$ cat config.mk
export PLATFORM = sky130hd
export DESIGN_NAME = eq_streak_tracker
export DESIGN_NICKNAME = d
export VERILOG_FILES = /design/src/rtl/eq_streak_tracker.sv
export SDC_FILE = /design/constraint.sdc
export NUM_CORES = 1
export LEC_CHECK = 0
export CORE_MARGIN = 4
export CORE_UTILIZATION = 50
export DETAILED_ROUTE_END_ITERATION = 10
export GPL_ROUTABILITY_DRIVEN = 0
export PLACE_DENSITY = 0.79
export SYNTH_ARGS = -nofsm -noshare
export SYNTH_HDL_FRONTEND = slang
export SYNTH_SLANG_ARGS = --single-unit
$ cat constraint.sdc
create_clock -name clk -period 4.83 [get_ports clk]
set_input_delay 1.449 -clock clk [delete_from_list [all_inputs] [get_ports clk]]
set_output_delay 1.449 -clock clk [all_outputs]
set_load 0.01 [all_outputs]
$ cat src/rtl/eq_streak_tracker.sv
// Registered consumer of an A/B equality comparison: latches eq/ne/selected
// value, tracks consecutive matches, declares/loses lock and counts mismatches.
module eq_streak_tracker #(
  parameter int W          = 3,
  parameter int LOCK_COUNT = 4,
  parameter int CNT_W      = 8
) (
  input  logic             clk,
  input  logic             rst_n,
  input  logic             in_valid,
  input  logic [W-1:0]     in_a,
  input  logic [W-1:0]     in_b,
  input  logic             clear,
  output logic             out_valid,
  output logic             eq,
  output logic             ne,
  output logic [W-1:0]     sel_val,
  output logic [CNT_W-1:0] streak,
  output logic [CNT_W-1:0] mismatch_cnt,
  output logic             locked,
  output logic             lock_lost
);

  // Handshake: a sample is accepted when in_valid=1 and clear=0; there is no
  // ready, every accepted sample is consumed and reported one cycle later.

  typedef enum logic [1:0] {
    ST_SEARCH = 2'd0,
    ST_LOCKED = 2'd1,
    ST_LOST   = 2'd2
  } state_e;

  state_e           state_q, state_d;
  logic             out_valid_q, out_valid_d;
  logic             eq_q, eq_d;
  logic             ne_q, ne_d;
  logic [W-1:0]     sel_val_q, sel_val_d;
  logic [CNT_W-1:0] streak_q, streak_d;
  logic [CNT_W-1:0] mismatch_cnt_q, mismatch_cnt_d;
  logic             locked_q, locked_d;
  logic             lock_lost_q, lock_lost_d;

  logic             match;
  logic [CNT_W-1:0] streak_inc;
  logic [CNT_W-1:0] mismatch_inc;

  assign match        = (in_a == in_b);
  assign streak_inc   = (&streak_q) ? streak_q : streak_q + 1'b1;
  assign mismatch_inc = (&mismatch_cnt_q) ? mismatch_cnt_q : mismatch_cnt_q + 1'b1;

  always_comb begin
    state_d        = state_q;
    out_valid_d    = 1'b0;
    eq_d           = eq_q;
    ne_d           = ne_q;
    sel_val_d      = sel_val_q;
    streak_d       = streak_q;
    mismatch_cnt_d = mismatch_cnt_q;
    lock_lost_d    = 1'b0;

    if (clear) begin
      // Clear wins over a coincident sample; comparator results are kept.
      state_d        = ST_SEARCH;
      streak_d       = '0;
      mismatch_cnt_d = '0;
    end else if (in_valid) begin
      out_valid_d = 1'b1;
      eq_d        = match;
      ne_d        = ~match;
      sel_val_d   = match ? in_a : in_b;
      if (match) begin
        streak_d = streak_inc;
        // From LOST the streak restarts at 1, so this also covers LOCK_COUNT=1.
        if (state_q != ST_LOCKED && streak_inc == CNT_W'(LOCK_COUNT))
          state_d = ST_LOCKED;
        else if (state_q == ST_LOST)
          state_d = ST_SEARCH;
      end else begin
        streak_d       = '0;
        mismatch_cnt_d = mismatch_inc;
        case (state_q)
          ST_LOCKED: begin
            state_d     = ST_LOST;
            lock_lost_d = 1'b1;
          end
          default: state_d = ST_SEARCH;
        endcase
      end
    end
    locked_d = (state_d == ST_LOCKED);
  end

  always_ff @(posedge clk or negedge rst_n) begin
    if (!rst_n) begin
      state_q        <= ST_SEARCH;
      out_valid_q    <= 1'b0;
      eq_q           <= 1'b0;
      ne_q           <= 1'b0;
      sel_val_q      <= '0;
      streak_q       <= '0;
      mismatch_cnt_q <= '0;
      locked_q       <= 1'b0;
      lock_lost_q    <= 1'b0;
    end else begin
      state_q        <= state_d;
      out_valid_q    <= out_valid_d;
      eq_q           <= eq_d;
      ne_q           <= ne_d;
      sel_val_q      <= sel_val_d;
      streak_q       <= streak_d;
      mismatch_cnt_q <= mismatch_cnt_d;
      locked_q       <= locked_d;
      lock_lost_q    <= lock_lost_d;
    end
  end

  assign out_valid    = out_valid_q;
  assign eq           = eq_q;
  assign ne           = ne_q;
  assign sel_val      = sel_val_q;
  assign streak       = streak_q;
  assign mismatch_cnt = mismatch_cnt_q;
  assign locked       = locked_q;
  assign lock_lost    = lock_lost_q;

endmodule
==> results of run 1 <==
## synth_stat cells (2+ instances only)
cell type   n
a2111oi_4   2
a21oi_1    11
a311oi_1    3
a31oi_1     5
and2_1      2
and3_1      2
and4_1      3
buf_2       5
dfrtp_1    26
ha_1        2
inv_1       4
nand2_1    18
nand3_1     7
nand4_1     5
nor2_1     19
nor2b_1     2
o21ai_0     3
o21ai_1     2
o31ai_1     2
xnor2_1     9
xor2_1      3
## report_power, final
part | leakage (nW) | internal (mW) | switching, mW
registers | 0.351 | 0.225 | 0.00697
clock network | 0.0210 | 0.0461 | 0.0652
logic | 0.419 | 0.0327 | 0.0368
## final cells by class
class | count | area [sq um]
fillers | 232 | 916
multi-input cells | 125 | 851
inverters | 4 | 15.0
clock buffers | 4 | 36.3
repair buffers | 35 | 345
well taps | 31 | 38.8
flip-flops and latches | 26 | 651
## worst paths after layout
kind,slack (ns),from,end
setup / recovery,1.40,clear,streak[6]
hold / removal,0.49,state_q[1],lock_lost
setup reg to reg,2.81,streak[0],state_q[1]
hold reg to reg,0.49,state_q[1],lock_lost
max in group asynchronous,2.44,rst_n,state_q[0]
min in group asynchronous,1.72,rst_n,mismatch_cnt[4]
## cell families after synthesis
group	synth area share, %
xor+xnor	6.80
buf+inv	2.83
fa+ha+maj	1.62
mux	1.38
flops	42.1
compound gates	21.2
simple gates	24.0
## state kept, by name (all words and copies together) (netlist names)
register / cells
out_valid: 1
mismatch_cnt: 8
state_q: 2
eq: 1
sel_val: 3
ne: 1
streak: 8
locked: 1
lock_lost: 1
## cell usage in the layout (no fill, tap or decap), types with 2 or more instances in the layout
master           count
nor2_1              19
clkdlybuf4s50_1     33
o21ai_1              2
nor2b_1              2
a311oi_1             3
a31oi_1              5
xnor2_1              9
nand3_1              7
nand4_1              5
dfrtp_1             26
o31ai_1              2
nand2_1             18
o21ai_0              3
and4_1               3
and3_1               2
inv_1                4
clkbuf_4             3
buf_4                2
a21oi_1             11
ha_1                 2
xor2_1               3
and2_1               2
a2111oi_4            2
## metal layers
metal | part of all wire (%) | up-vias
li1 | - | 660
met1 | 45 | 659
met2 | 48 | 71
met3 | 6.2 | 6
met4 | 1.4 | 0
met5 | 0 | -
==> flow_metrics.py, run 1 <==
metrics = {
    "timing": {
        "min_period_over_period_pct": 71.0,
        "relSlewSlack_pct": 23.5,
        "worst_clock_skew_ns": 0.00121,
        "worst_pin_slew_ns": 1.14,
        "setup_violations": 0,
        "setup_ws_ns": 1.40,
        "period_minus_slack_ns": 3.43,
        "hold_violations": 0,
        "drv_slew": 0,
        "fmax_mhz": 292,
        "fin_tns_setup_ns": 0,
        "rsz0062_at_grt": "false",
        "holdWs_ns": 0.492,
    },
    "cells_and_area": {
        "drive_gt1_share_pct": 7.22,
        "antenna_cells": 0,
        "final_cell_count_no_fill": 225,
        "area_growth_pct": 25.3,
        "stdcell_area_sq_mm": 0.00194,
        "utilization_pct": 67.9,
        "fin_nets": 207,
    },
    "routing": {
        "wl_per_cell_um": 15.8,
        "final_antenna_net_count": 0,
        "num_vias": 1396,
        "drc": 0,
        "viasPerCell": 6.20,
        "first_iter_violations": 87,
        "firstDrtPassIters": 4,
        "drt_wl_total_mm": 3.55,
    },
    "yosys": {
        "synth_edf_count": 0,
        "ys.flop_type": "dfrtp_1",
        "ys_seq_elements": 26,
        "synthTopCellsByArea": "dfrtp_1 42%, xnor2_1 5.1%, nor2_1 4.6%",
        "yosysTopAreaCell": "dfrtp_1",
        "ys_types": 47,
        "yosys_warnings": 0,
        "synthArstFlopShare_pct": 100,
        "syn_nets": 173,
        "synth_top_area_share_pct": 42.1,
        "syn_inst": 161,
        "syn_avg_cell_area_sq_um": 9.60,
        "yosysSeqAreaShare_pct": 42.1,
        "synth_area_sq_mm": 0.00155,
    },
    "cts": {
        "clk_latency_ns": 0.32,
        "clk_pin_slew_ns": 0.14,
        "cts_setup_buffers": 0,
        "clockBufferDepth": 2,
        "cts_sinks": 26,
        "cts_buffers": 3,
        "cts_resized": 0,
        "cts-root-buf": "clkbuf_4",
        "cts_hold_buf": 0,
        "cts_tree": "done",
        "htree_levels": 1,
    },
    "pwr": {
        "p_leak_nw": 0.791,
        "power_density_mw_per_mm2": 213,
        "total_power_mw": 0.413,
        "irDropWorstVdd_uv": 152,
    },
    "global_routing": {
        "antenna_found_initial": 0,
        "use_met3_pct": 2.49,
        "grt_pass1_vias": 1285,
        "grt_overflow": 0,
        "grtUsageMet2_pct": 28.6,
        "track_usage_pct": 18.7,
        "grt_pass1_wl_mm": 6.13,
        "grt_max_degree": 27,
        "gr-max-usage-layer": "met2",
        "grtUsageMet1_pct": 26.4,
    },
    "worst_setup_path": {
        "critPathBufInv": 1,
        "end_kind": "register",
        "rr_worst_depth": 6,
        "crit_cells": 5,
        "cp_max_fo": 16,
        "slowest_delay_ns": 0.73,
        "crit_chain": "clkdlybuf4s50_1 > nand2b_1 > nor4_2 > o31ai_1 > a21oi_1",
        "crit_path_top_delay_cell": "nor4_2",
        "cp.required_ns": 5.08,
        "cp-start-kind": "input port",
        "cp_data_arrival_time_ns": 3.67,
        "path_class": "input port to register",
        "cpLargestDelayFamily": "simple AND/OR/NAND/NOR gates",
    },
    "floorplanning": {
        "die_area_sq_mm": 0.00404,
        "die_w_um": 63.6,
        "io_pins": 34,
        "die_h_um": 63.6,
        "rows": 19,
        "start_util_pct": 54.2,
        "core_area_sq_mm": 0.00285,
    },
    "outcome": {
        "status": "finished clean",
    },
    "hold_path": {
        "hp-class": "register to register",
        "hold_path_depth": 1,
    },
    "placement": {
        "dpl_cell_area_sq_mm": 0.00190,
        "place_ws_ns": 1.15,
        "portBuffers": 33,
        "place_inst": 221,
        "dp_hpwl_mm": 2.66,
    },
    "flow_run": {
        "max_cap_violations": 0,
    },
}
No activity file was read; power rests on OpenSTA's default activity.
==> run 2, diff against run 1 <==
--- a/config.mk
+++ b/config.mk
@@ -6,10 +6,10 @@
 export NUM_CORES = 1
 export LEC_CHECK = 0
 export CORE_MARGIN = 4
-export CORE_UTILIZATION = 50
+export CORE_UTILIZATION = 45
 export DETAILED_ROUTE_END_ITERATION = 10
 export GPL_ROUTABILITY_DRIVEN = 0
-export PLACE_DENSITY = 0.79
+export PLACE_DENSITY = 0.75
 export SYNTH_ARGS = -nofsm -noshare
 export SYNTH_HDL_FRONTEND = slang
 export SYNTH_SLANG_ARGS = --single-unit
==> constraint.sdc (replaced) <==
create_clock -name clk -period 3.1 [get_ports clk]
set_input_delay 0.93 -clock clk [delete_from_list [all_inputs] [get_ports clk]]
set_output_delay 0.93 -clock clk [all_outputs]
set_load 0.01 [all_outputs]
==> run 2 against run 1 <==
  * Clock skew increased by 0.0059 ns
  * Largest cell class unchanged
  * Total power increased by 49%
  * Sequential share of layout area decreased by 0.34 points
  * Clock power increased by 32%
  * Critical path depth decreased by 4
  * Design area increased by 1.0%
  * First-iteration DRC count decreased by 34%
==> flow_metrics.py, run 2 (synthesis gave the netlist of run 1 again) <==
metrics = {
    "outcome": {
        "status": "finished clean",
    },
    "timing": {
        "worst_pin_slew_ns": 0.496,
        "fin_tns_setup_ns": 0,
        "setup_violations": 0,
        "period_minus_slack_ns": 2.52,
        "hold_violations": 0,
        "rsz0062_at_grt": "false",
        "fmax_mhz": 398,
        "drv_slew": 0,
        "relSlewSlack_pct": 67.0,
        "min_period_over_period_pct": 81.1,
        "worst_clock_skew_ns": 0.00711,
    },
    "floorplanning": {
        "die_h_um": 66.6,
        "start_util_pct": 46.3,
        "die_area_sq_mm": 0.00444,
        "die_w_um": 66.6,
        "io_pins": 34,
        "core_area_sq_mm": 0.00334,
        "rows": 21,
    },
    "cells_and_area": {
        "mostFrequentLayoutCells": "33 x clkdlybuf4s50_1, 26 x dfrtp_1, 19 x nor2_1, 18 x nand2_1, 11 x a21oi_1",
        "final_common_cell": "clkdlybuf4s50_1",
        "area_growth_pct": 26.6,
        "fin_nets": 209,
        "utilization_pct": 58.6,
        "drive_gt1_share_pct": 7.69,
        "antenna_cells": 0,
        "final_cell_count_no_fill": 241,
    },
    "worst_setup_path": {
        "end_kind": "output pin",
        "cp_max_fo": 9,
        "cp.required_ns": 2.17,
        "cp-startpoint": "mismatch_cnt[7]",
        "crit_path_top_delay_cell": "dfrtp_1",
        "cp_data_arrival_time_ns": 1.59,
        "path_class": "register to output pin",
        "r2r-start": "streak[0]",
        "cp-start-kind": "register",
        "crit_chain": "clkdlybuf4s50_1",
        "cpLargestDelayFamily": "flip-flops",
        "slowest_delay_ns": 0.64,
        "critPathBufInv": 1,
    },
    "cts": {
        "cts_tree": "done",
        "cts_resized": 0,
        "cts_buffers": 3,
        "clk_pin_slew_ns": 0.13,
        "cts_setup_buffers": 0,
        "clockBufferDepth": 2,
        "clk_latency_ns": 0.33,
        "htree_levels": 1,
        "cts-root-buf": "clkbuf_4",
        "cts_hold_buf": 0,
        "cts_sinks": 26,
    },
    "placement": {
        "dp_hpwl_mm": 2.60,
        "portBuffers": 33,
        "place_inst": 238,
    },
    "routing": {
        "firstDrtPassIters": 4,
        "viasPerCell": 5.71,
        "final_antenna_net_count": 0,
        "drc": 0,
        "wl_per_cell_um": 14.5,
        "first_iter_violations": 57,
        "num_vias": 1377,
        "drt_wl_total_mm": 3.51,
    },
    "global_routing": {
        "grt_pass1_wl_mm": 6.13,
        "grt_overflow": 0,
        "antenna_found_initial": 0,
        "grt_max_degree": 27,
        "grt_pass1_vias": 1308,
        "track_usage_pct": 17.9,
    },
    "hold_path": {
        "hp-class": "register to register",
        "min-delay-start": "sel_val[1]",
    },
    "pwr": {
        "clkPwrFrac_pct": 23.6,
        "pwr-share-comb_pct": 17.7,
        "power_density_mw_per_mm2": 315,
        "p_leak_nw": 0.794,
        "intPower_mw": 0.449,
        "seqPwrFrac_pct": 58.7,
        "p_sw_mw": 0.168,
        "p_sw_share_pct": 27.3,
        "irDropWorstVdd_uv": 243,
    },
    "flow_run": {
        "max_cap_violations": 0,
    },
}
==> run 2: cell count changes in the layout (fill, tap and decap cells not counted) <==
| cell | delta |
|---|---|
| clkbuf_8 | -1 |
| buf_4 | +2 |
==> run 2: final cells by class <==
class	count	area, sq um
inverters	4	15.0
flip-flops and latches	26	651
repair buffers	37	360
multi-input cells	125	851
well taps	46	57.6
clock buffers	3	22.5
fillers	304	1380
==> run 2: final timing paths <==
check,end,slack (ns),cells after the start
worst max-delay path,mismatch_cnt[7],0.58,1
worst min-delay path,sel_val[1],0.50,2
worst max register to register,state_q[1],1.12,6
worst min register to register,sel_val[1],0.50,2
max in group asynchronous,streak[2],1.89,2
min in group asynchronous,mismatch_cnt[4],0.96,2
==> run 2: power by group through the flow <==
stage / Clock (mW) / Sequential (mW) / Combinational (mW)
finish: 0.146 / 0.362 / 0.109
global route: 0.169 / 0.365 / 0.120
CTS: 0.154 / 0.362 / 0.111
detailed placement: 0 / 0.368 / 0.110
global placement: 0 / 0.368 / 0.107
floorplan: 0 / 0.373 / 0.0444
==> run 2: per-layer routing <==
metal	vias up	wire length [um]	global-route usage (%)
met5	-	0	0
met4	0	54	6.85
met3	5	191	3.54
met2	40	1640	29.5
met1	669	1620	22.9
li1	663	-	-
==> run 2: per-stage QoR <==
stage / setup WS [ns] / cell area [sq um] / power [mW] / hold slack [ns]
after floorplan: 0.902 / 1550 / 0.417 / 0.430
after global placement: 0.350 / 1930 / 0.475 / 0.457
after detailed placement: 0.295 / 1930 / 0.478 / 0.467
after CTS: 0.582 / 1960 / 0.627 / 0.494
after global routing: 0.500 / 1960 / 0.653 / 0.518
final: 0.585 / 1960 / 0.617 / 0.501
